===== src/rtl/noc_telem_pkg.sv =====
// -----------------------------------------------------------------------------
// noc_telem_pkg
// Shared types for the NoC telemetry window sampler: the queued record layout,
// the sampler FSM state encoding and the router counter width.
// -----------------------------------------------------------------------------
package noc_telem_pkg;

  localparam int CNT_W     = 32;
  localparam int MILLI_W   = 16;
  // The record carries the widest supported sequence number; the top keeps
  // only its configured SEQ_W low bits.
  localparam int SEQ_MAX_W = 32;

  typedef enum logic [1:0] {
    IDLE     = 2'd0,
    BASELINE = 2'd1,
    RUN      = 2'd2,
    CAPTURE  = 2'd3
  } state_t;

  typedef struct packed {
    logic [SEQ_MAX_W-1:0] seq;
    logic [CNT_W-1:0]     d_in;
    logic [CNT_W-1:0]     d_out;
    logic [CNT_W-1:0]     d_arb;
    logic [CNT_W-1:0]     d_buf;
    logic [MILLI_W-1:0]   peak_milli;
    logic [MILLI_W-1:0]   avgq_milli;
  } telem_rec_t;

endpackage


===== src/rtl/noc_telem_rec_fifo.sv =====
// -----------------------------------------------------------------------------
// noc_telem_rec_fifo
// Synchronous FIFO of telem_rec_t with a registered head record.
// The head register only changes when a new record becomes the head, so it
// holds the last delivered record while the FIFO is empty.
//
// Ports:
//   clk, reset_n  clock, asynchronous active-low reset
//   i_push        write i_data (accepted if not full, or full with a pop)
//   i_data        record to write
//   i_pop         pop request (ignored while empty)
//   o_head        registered head record
//   o_full        DEPTH records held
//   o_empty       no records held
// -----------------------------------------------------------------------------
module noc_telem_rec_fifo
  import noc_telem_pkg::*;
#(
  parameter int DEPTH = 4
) (
  input  logic       clk,
  input  logic       reset_n,
  input  logic       i_push,
  input  telem_rec_t i_data,
  input  logic       i_pop,
  output telem_rec_t o_head,
  output logic       o_full,
  output logic       o_empty
);

  localparam int AW = $clog2(DEPTH);
  localparam int CW = AW + 1;

  telem_rec_t       r_mem [DEPTH];
  telem_rec_t       r_head;
  logic [AW-1:0]    r_wr_ptr;
  logic [AW-1:0]    r_rd_ptr;
  logic [CW-1:0]    r_count;

  logic             w_pop;
  logic             w_push;
  logic [AW-1:0]    w_rd_next;

  assign o_full    = (r_count == CW'(DEPTH));
  assign o_empty   = (r_count == '0);
  assign o_head    = r_head;

  assign w_pop     = i_pop && !o_empty;
  // A pop frees the slot this cycle, so a push into a full FIFO still fits.
  assign w_push    = i_push && (!o_full || w_pop);
  assign w_rd_next = r_rd_ptr + AW'(1);

  // Record storage needs no reset: slots are only read after being written.
  always_ff @(posedge clk) begin
    if (w_push) r_mem[r_wr_ptr] <= i_data;
  end

  always_ff @(posedge clk or negedge reset_n) begin
    if (!reset_n) begin
      r_wr_ptr <= '0;
      r_rd_ptr <= '0;
      r_count  <= '0;
      r_head   <= '0;
    end else begin
      if (w_push) r_wr_ptr <= r_wr_ptr + AW'(1);
      if (w_pop)  r_rd_ptr <= w_rd_next;
      r_count <= r_count + CW'(w_push) - CW'(w_pop);

      // Head refresh: first record into an empty FIFO, or the successor on a
      // pop (from storage if one is held, else the record pushed alongside).
      if (o_empty) begin
        if (w_push) r_head <= i_data;
      end else if (w_pop) begin
        if (r_count > CW'(1)) r_head <= r_mem[w_rd_next];
        else if (w_push)      r_head <= i_data;
      end
    end
  end

endmodule


===== src/rtl/noc_telem_window_sampler.sv =====
// -----------------------------------------------------------------------------
// noc_telem_window_sampler
// Samples the cumulative telemetry counters of noc_router_enhanced over fixed
// windows. At each window end the per-window deltas (modulo 2^32) and the
// instantaneous milli metrics are queued as one record in a small FIFO that a
// consumer drains with a valid/ready handshake.
//
// Optional feature macro: NOC_TELEM_ARB_IRQ_EN
//   Adds input arb_threshold; irq_arb pulses for one cycle (the cycle after
//   the window end) when the window's arbitration-stall delta exceeds it.
//   Without the macro irq_arb is tied 0.
//
// Ports:
//   clk, reset_n                 clock, asynchronous active-low reset
//   enable                       sampling enable (level)
//   flits_in/out_count,
//   stall_arb/buf_count          router cumulative counters (32 bit)
//   peak_inflight_milli,
//   avg_queue_depth_milli        router instantaneous metrics (16 bit)
//   rec_valid / rec_ready        record handshake
//   rec_seq, rec_d_*, rec_*_milli  head record fields
//   dropped_count                records lost to a full FIFO (saturating)
//   overflow_sticky              set on the first drop until reset
//   irq_arb                      arbitration-stall threshold pulse
// -----------------------------------------------------------------------------
module noc_telem_window_sampler
  import noc_telem_pkg::*;
#(
  parameter int WINDOW_CYCLES = 1024,
  parameter int FIFO_DEPTH    = 4,
  parameter int SEQ_W         = 16
) (
  input  logic               clk,
  input  logic               reset_n,
  input  logic               enable,
  input  logic [CNT_W-1:0]   flits_in_count,
  input  logic [CNT_W-1:0]   flits_out_count,
  input  logic [CNT_W-1:0]   stall_arb_count,
  input  logic [CNT_W-1:0]   stall_buf_count,
  input  logic [MILLI_W-1:0] peak_inflight_milli,
  input  logic [MILLI_W-1:0] avg_queue_depth_milli,
  output logic               rec_valid,
  input  logic               rec_ready,
  output logic [SEQ_W-1:0]   rec_seq,
  output logic [CNT_W-1:0]   rec_d_in,
  output logic [CNT_W-1:0]   rec_d_out,
  output logic [CNT_W-1:0]   rec_d_arb,
  output logic [CNT_W-1:0]   rec_d_buf,
  output logic [MILLI_W-1:0] rec_peak_milli,
  output logic [MILLI_W-1:0] rec_avgq_milli,
  output logic [15:0]        dropped_count,
  output logic               overflow_sticky,
`ifdef NOC_TELEM_ARB_IRQ_EN
  input  logic [CNT_W-1:0]   arb_threshold,
`endif
  output logic               irq_arb
);

  localparam int WCW = $clog2(WINDOW_CYCLES);

  state_t           r_state;
  state_t           w_state_next;
  logic [WCW-1:0]   r_win;
  logic [CNT_W-1:0] r_prev_in;
  logic [CNT_W-1:0] r_prev_out;
  logic [CNT_W-1:0] r_prev_arb;
  logic [CNT_W-1:0] r_prev_buf;
  logic [SEQ_W-1:0] r_seq;
  logic [15:0]      r_dropped;
  logic             r_sticky;

  logic             w_win_last;
  logic             w_capture;
  logic             w_snapshot;
  logic [CNT_W-1:0] w_d_in;
  logic [CNT_W-1:0] w_d_out;
  logic [CNT_W-1:0] w_d_arb;
  logic [CNT_W-1:0] w_d_buf;
  telem_rec_t       w_rec;
  telem_rec_t       w_head;
  logic             w_full;
  logic             w_empty;
  logic             w_drop;

  assign w_win_last = (r_win == WCW'(WINDOW_CYCLES - 1));
  assign w_capture  = (r_state == CAPTURE);
  assign w_snapshot = (r_state == BASELINE) || w_capture;

  // Unsigned subtraction wraps modulo 2^32, so a counter rollover inside the
  // window still yields the true delta.
  assign w_d_in  = flits_in_count  - r_prev_in;
  assign w_d_out = flits_out_count - r_prev_out;
  assign w_d_arb = stall_arb_count - r_prev_arb;
  assign w_d_buf = stall_buf_count - r_prev_buf;

  always_comb begin
    w_rec            = '0;
    w_rec.seq        = SEQ_MAX_W'(r_seq);
    w_rec.d_in       = w_d_in;
    w_rec.d_out      = w_d_out;
    w_rec.d_arb      = w_d_arb;
    w_rec.d_buf      = w_d_buf;
    w_rec.peak_milli = peak_inflight_milli;
    w_rec.avgq_milli = avg_queue_depth_milli;
  end

  // Full FIFO loses the record unless the consumer pops the head this cycle.
  assign w_drop = w_capture && w_full && !(rec_ready && !w_empty);

  // ---- FSM next state ----
  always_comb begin
    w_state_next = r_state;
    case (r_state)
      IDLE:     if (enable) w_state_next = BASELINE;
      BASELINE: w_state_next = RUN;
      // A window that has reached its end is captured even if enable drops.
      RUN: begin
        if (w_win_last)   w_state_next = CAPTURE;
        else if (!enable) w_state_next = IDLE;
      end
      CAPTURE:  w_state_next = enable ? RUN : IDLE;
      default:  w_state_next = IDLE;
    endcase
  end

  // ---- State, window counter, baselines, sequence, drop accounting ----
  always_ff @(posedge clk or negedge reset_n) begin
    if (!reset_n) begin
      r_state    <= IDLE;
      r_win      <= '0;
      r_prev_in  <= '0;
      r_prev_out <= '0;
      r_prev_arb <= '0;
      r_prev_buf <= '0;
      r_seq      <= '0;
      r_dropped  <= '0;
      r_sticky   <= 1'b0;
    end else begin
      r_state <= w_state_next;
      // Counter only advances while the window keeps running; any exit clears it.
      if ((r_state == RUN) && enable && !w_win_last) r_win <= r_win + WCW'(1);
      else                                            r_win <= '0;
      if (w_snapshot) begin
        r_prev_in  <= flits_in_count;
        r_prev_out <= flits_out_count;
        r_prev_arb <= stall_arb_count;
        r_prev_buf <= stall_buf_count;
      end
      // Sequence advances even on a drop so the consumer sees the gap.
      if (w_capture) r_seq <= r_seq + SEQ_W'(1);
      if (w_drop) begin
        r_sticky <= 1'b1;
        if (r_dropped != 16'hFFFF) r_dropped <= r_dropped + 16'd1;
      end
    end
  end

  noc_telem_rec_fifo #(
    .DEPTH (FIFO_DEPTH)
  ) u_fifo (
    .clk     (clk),
    .reset_n (reset_n),
    .i_push  (w_capture),
    .i_data  (w_rec),
    .i_pop   (rec_ready),
    .o_head  (w_head),
    .o_full  (w_full),
    .o_empty (w_empty)
  );

  assign rec_valid       = !w_empty;
  assign rec_seq         = w_head.seq[SEQ_W-1:0];
  assign rec_d_in        = w_head.d_in;
  assign rec_d_out       = w_head.d_out;
  assign rec_d_arb       = w_head.d_arb;
  assign rec_d_buf       = w_head.d_buf;
  assign rec_peak_milli  = w_head.peak_milli;
  assign rec_avgq_milli  = w_head.avgq_milli;
  assign dropped_count   = r_dropped;
  assign overflow_sticky = r_sticky;

  // Upper record sequence bits are always zero for narrower SEQ_W.
  generate
    if (SEQ_W < SEQ_MAX_W) begin : g_seq_pad
      logic w_unused_seq_hi;
      assign w_unused_seq_hi = |w_head.seq[SEQ_MAX_W-1:SEQ_W];
    end
  endgenerate

`ifdef NOC_TELEM_ARB_IRQ_EN
  logic r_irq;

  // ---- Threshold pulse, one cycle after the window end ----
  always_ff @(posedge clk or negedge reset_n) begin
    if (!reset_n) r_irq <= 1'b0;
    else          r_irq <= w_capture && (w_d_arb > arb_threshold);
  end

  assign irq_arb = r_irq;
`else
  assign irq_arb = 1'b0;
`endif

endmodule


===== config.mk =====
export PLATFORM = sky130hd
export DESIGN_NAME = noc_telem_window_sampler
export DESIGN_NICKNAME = d
export VERILOG_FILES = /design/src/rtl/noc_telem_pkg.sv /design/src/rtl/noc_telem_rec_fifo.sv /design/src/rtl/noc_telem_window_sampler.sv
export SDC_FILE = /design/constraint.sdc
export NUM_CORES = 2
export LEC_CHECK = 0
export CAP_MARGIN = 20
export CORE_AREA = 2 2 345 347
export DETAILED_ROUTE_END_ITERATION = 7
export DIE_AREA = 0 0 347 349
export PLACE_DENSITY = 0.66
export SLEW_MARGIN = 40
export SYNTH_ARGS = -nofsm -noshare
export SYNTH_HDL_FRONTEND = slang
export SYNTH_HIERARCHICAL = 1
export SYNTH_SLANG_ARGS = --single-unit

===== constraint.sdc =====
create_clock -name clk -period 6.8 [get_ports clk]
set_clock_uncertainty 0.15 [all_clocks]
set_input_delay 0.68 -clock clk [delete_from_list [all_inputs] [get_ports clk]]
set_output_delay 0.68 -clock clk [all_outputs]
set_load 0.03 [all_outputs]

==> out/metrics.yaml <==
run_status:
  outcome: "finished clean"
flow_run:
  maxCapViolations: 0
finish:
  area_growth_pct: 19.70
  final_cell_mix: "edfxtp_1, clkdlybuf4s50_1, dfrtp_1, nand2_1"
  finalNonFillerCells: 5168
  final_common_cell: "edfxtp_1"
  fin_util_pct: 47.92
  nNetsFinal: 3829
  nFillCells: 10021
  drive_gt1_share_pct: 12.47
worst_setup_path:
  setup.worst_path.start: "flits_in_count[0]"
  worstSetupStartpointType: "input pin"
  cp_data_arrival_time_ns: 4.62
  critical_path_class: "in -> reg"
  crit_path_end_kind: "register"
  r2r-start: "r_prev_in[1]$_DFFE_PN0P_"
  crit_slowest_cell: "clkdlybuf4s50_1"
  worstPathRequired_ns: 7.23
  crit_fanout: 5
  cp_cell_sequence: "clkdlybuf4s50_1 > inv_1 > ha_1 > fa_1 > and2b_1 > o31ai_4 > a22oi_1 > o21a_2 > a2111oi_4 > o21a_1 > o21a_1 > o311a_1 > or3_1 > or3_1 > o221a_1"
  cpPeakStageDelay_ns: 0.48
synth:
  syn_avg_cell_area_um2: 14.76
  yosysWarnings: 6
  syn-num-nets: 3488
  syn_area_um2: 47020
  synth_cells: 3185
floorplan:
  die_y_um: 349
  core_area_um2: 117500
  die_area_um2: 121100
  die_w_um: 347
  start_util_pct: 40.03
  ioPinCount: 359
  core.rowCount: 126
routing:
  first_pass_iters: 5
  num_vias: 28572
  via_per_inst: 5.529
  drc: 0
  routed_wirelength_mm: 120.6
  ant_nets: 0
  drt-wirelength-per-cell_um: 23.33
  drtIter0Drc: 2344
timing:
  setup_tns_ns: 0
  timing.hold.ws_ns: 0.3204
  fmax_mhz: 238.5
  finalSetupViolCount: 0
  rsz0062_at_grt: "no"
  relSlewSlack_pct: 42.79
  worstMarginPinSlew_ns: 0.8581
  fin_ws_ns: 2.608
  fin_crit_sh_pct: 61.65
  fin_crit_ns: 4.192
  maxSlewViolCount: 0
  hold_viol_final: 0
cts:
  htree_num_levels: 3
  cts_tree: "done"
  cts_sinks: 1060
  cts_root_buffer: "clkbuf_16"
  clk_pin_slew_ns: 0.06
  clkLatencyLatePin_ns: 0.70
  cts_post_setup_buffers_inserted: 0
  numCtsBuffers: 114
  cts.path.max_buffers: 3
global_routing:
  grt_pass1_wl_mm: 183.1
  grt_max_degree: 121
  grt_pass1_vias: 29037
  antenna_found_initial: 34
  grt.total_usage_pct: 19.82
  overflow: 0
placement:
  dp_slack_ns: 1.952
  dp_cells: 4943
  gp_congestion: 0.8461
  dp_hpwl_mm: 74.25
  io_buffers: 357
worst_hold_path:
  min-delay-start: "overflow_sticky$_DFFE_PN0P_"
  hold_class: "reg -> reg"
pwr:
  leakage_nw: 20.15
  power_density_nw_per_um2: 498.1
  peakVddDrop_mv: 0.2675
-- per-stage QoR --
stage	power, W	area [µm²]
after floorplan	0.01788	47020
after global placement	0.02147	52100
after detailed placement	0.02184	52330
after CTS	0.02829	56210
after global routing	0.02958	56270
final	0.02803	56280
-- sequential cells by signal, indices dropped and copies added, names as in the netlist --
signal / cells
u_fifo/r_mem: 704
u_fifo/o_head: 176
r_prev_arb: 32
r_prev_buf: 32
r_prev_in: 32
r_prev_out: 32
dropped_count: 16
r_seq: 16
r_win: 10
u_fifo/r_count: 3
r_state: 2
u_fifo/r_rd_ptr: 2
u_fifo/r_wr_ptr: 2
overflow_sticky: 1
-- repair_timing --
item                                   4_1_cts  5_1_grt
endpoints found under the hold margin       48        0
gates resized for setup                      0        0
hold buffers                                 1        0
-- path summary, 6_finish.rpt --
| kind | end | slack [ns] | cells after the start |
|---|---|---|---|
| min reg2reg | overflow_sticky$_DFFE_PN0P_ | 0.32 | 1 |
| min in group asynchronous | u_fifo/o_head[39]$_DFFE_PN0P_ | 0.39 | 2 |
| max in group asynchronous | r_prev_arb[26]$_DFFE_PN0P_ | 4.91 | 4 |
| max reg2reg | u_fifo/o_head[149]$_DFFE_PN0P_ | 2.69 | 13 |
| max | u_fifo/o_head[158]$_DFFE_PN0P_ | 2.61 | 15 |
| min | overflow_sticky$_DFFE_PN0P_ | 0.32 | 1 |
-- worst max-delay path: cells and delay by family --
family / cells / cell delay (ns)
fa+ha+maj: 2 / 0.62
simple gates: 3 / 1.09
compound gates: 8 / 1.68
buf+inv: 2 / 0.53
-- report_power, final --
group          switching (W)  internal [W]  leakage [nW]
clock network        0.00259       0.00378          1.88
logic                0.00696       0.00463          7.72
registers           0.000706       0.00936          10.5
total                 0.0103        0.0178          20.1
-- metal layers --
layer,global-route usage (%),up-vias,part of all wire (%)
li1,-,12963,-
met1,25.20,14523,41
met2,32.48,822,48
met3,6.834,208,8.6
met4,4.907,56,2.1
met5,0,-,0.30
-- cell type report --
type	count	area, µm²	share of cell area, %
Antenna cell	6	15.01	0.02668
Clock inverter	55	670.6	1.192
Clock buffer	161	3202	5.689
Timing Repair Buffer	395	4224	7.505
Inverter	172	645.6	1.147
Sequential cell	1060	30060	53.41
Tap cell	1536	1922	3.415
Multi-Input combinational cell	1783	15540	27.62
No activity file was read; power rests on OpenSTA's default activity.
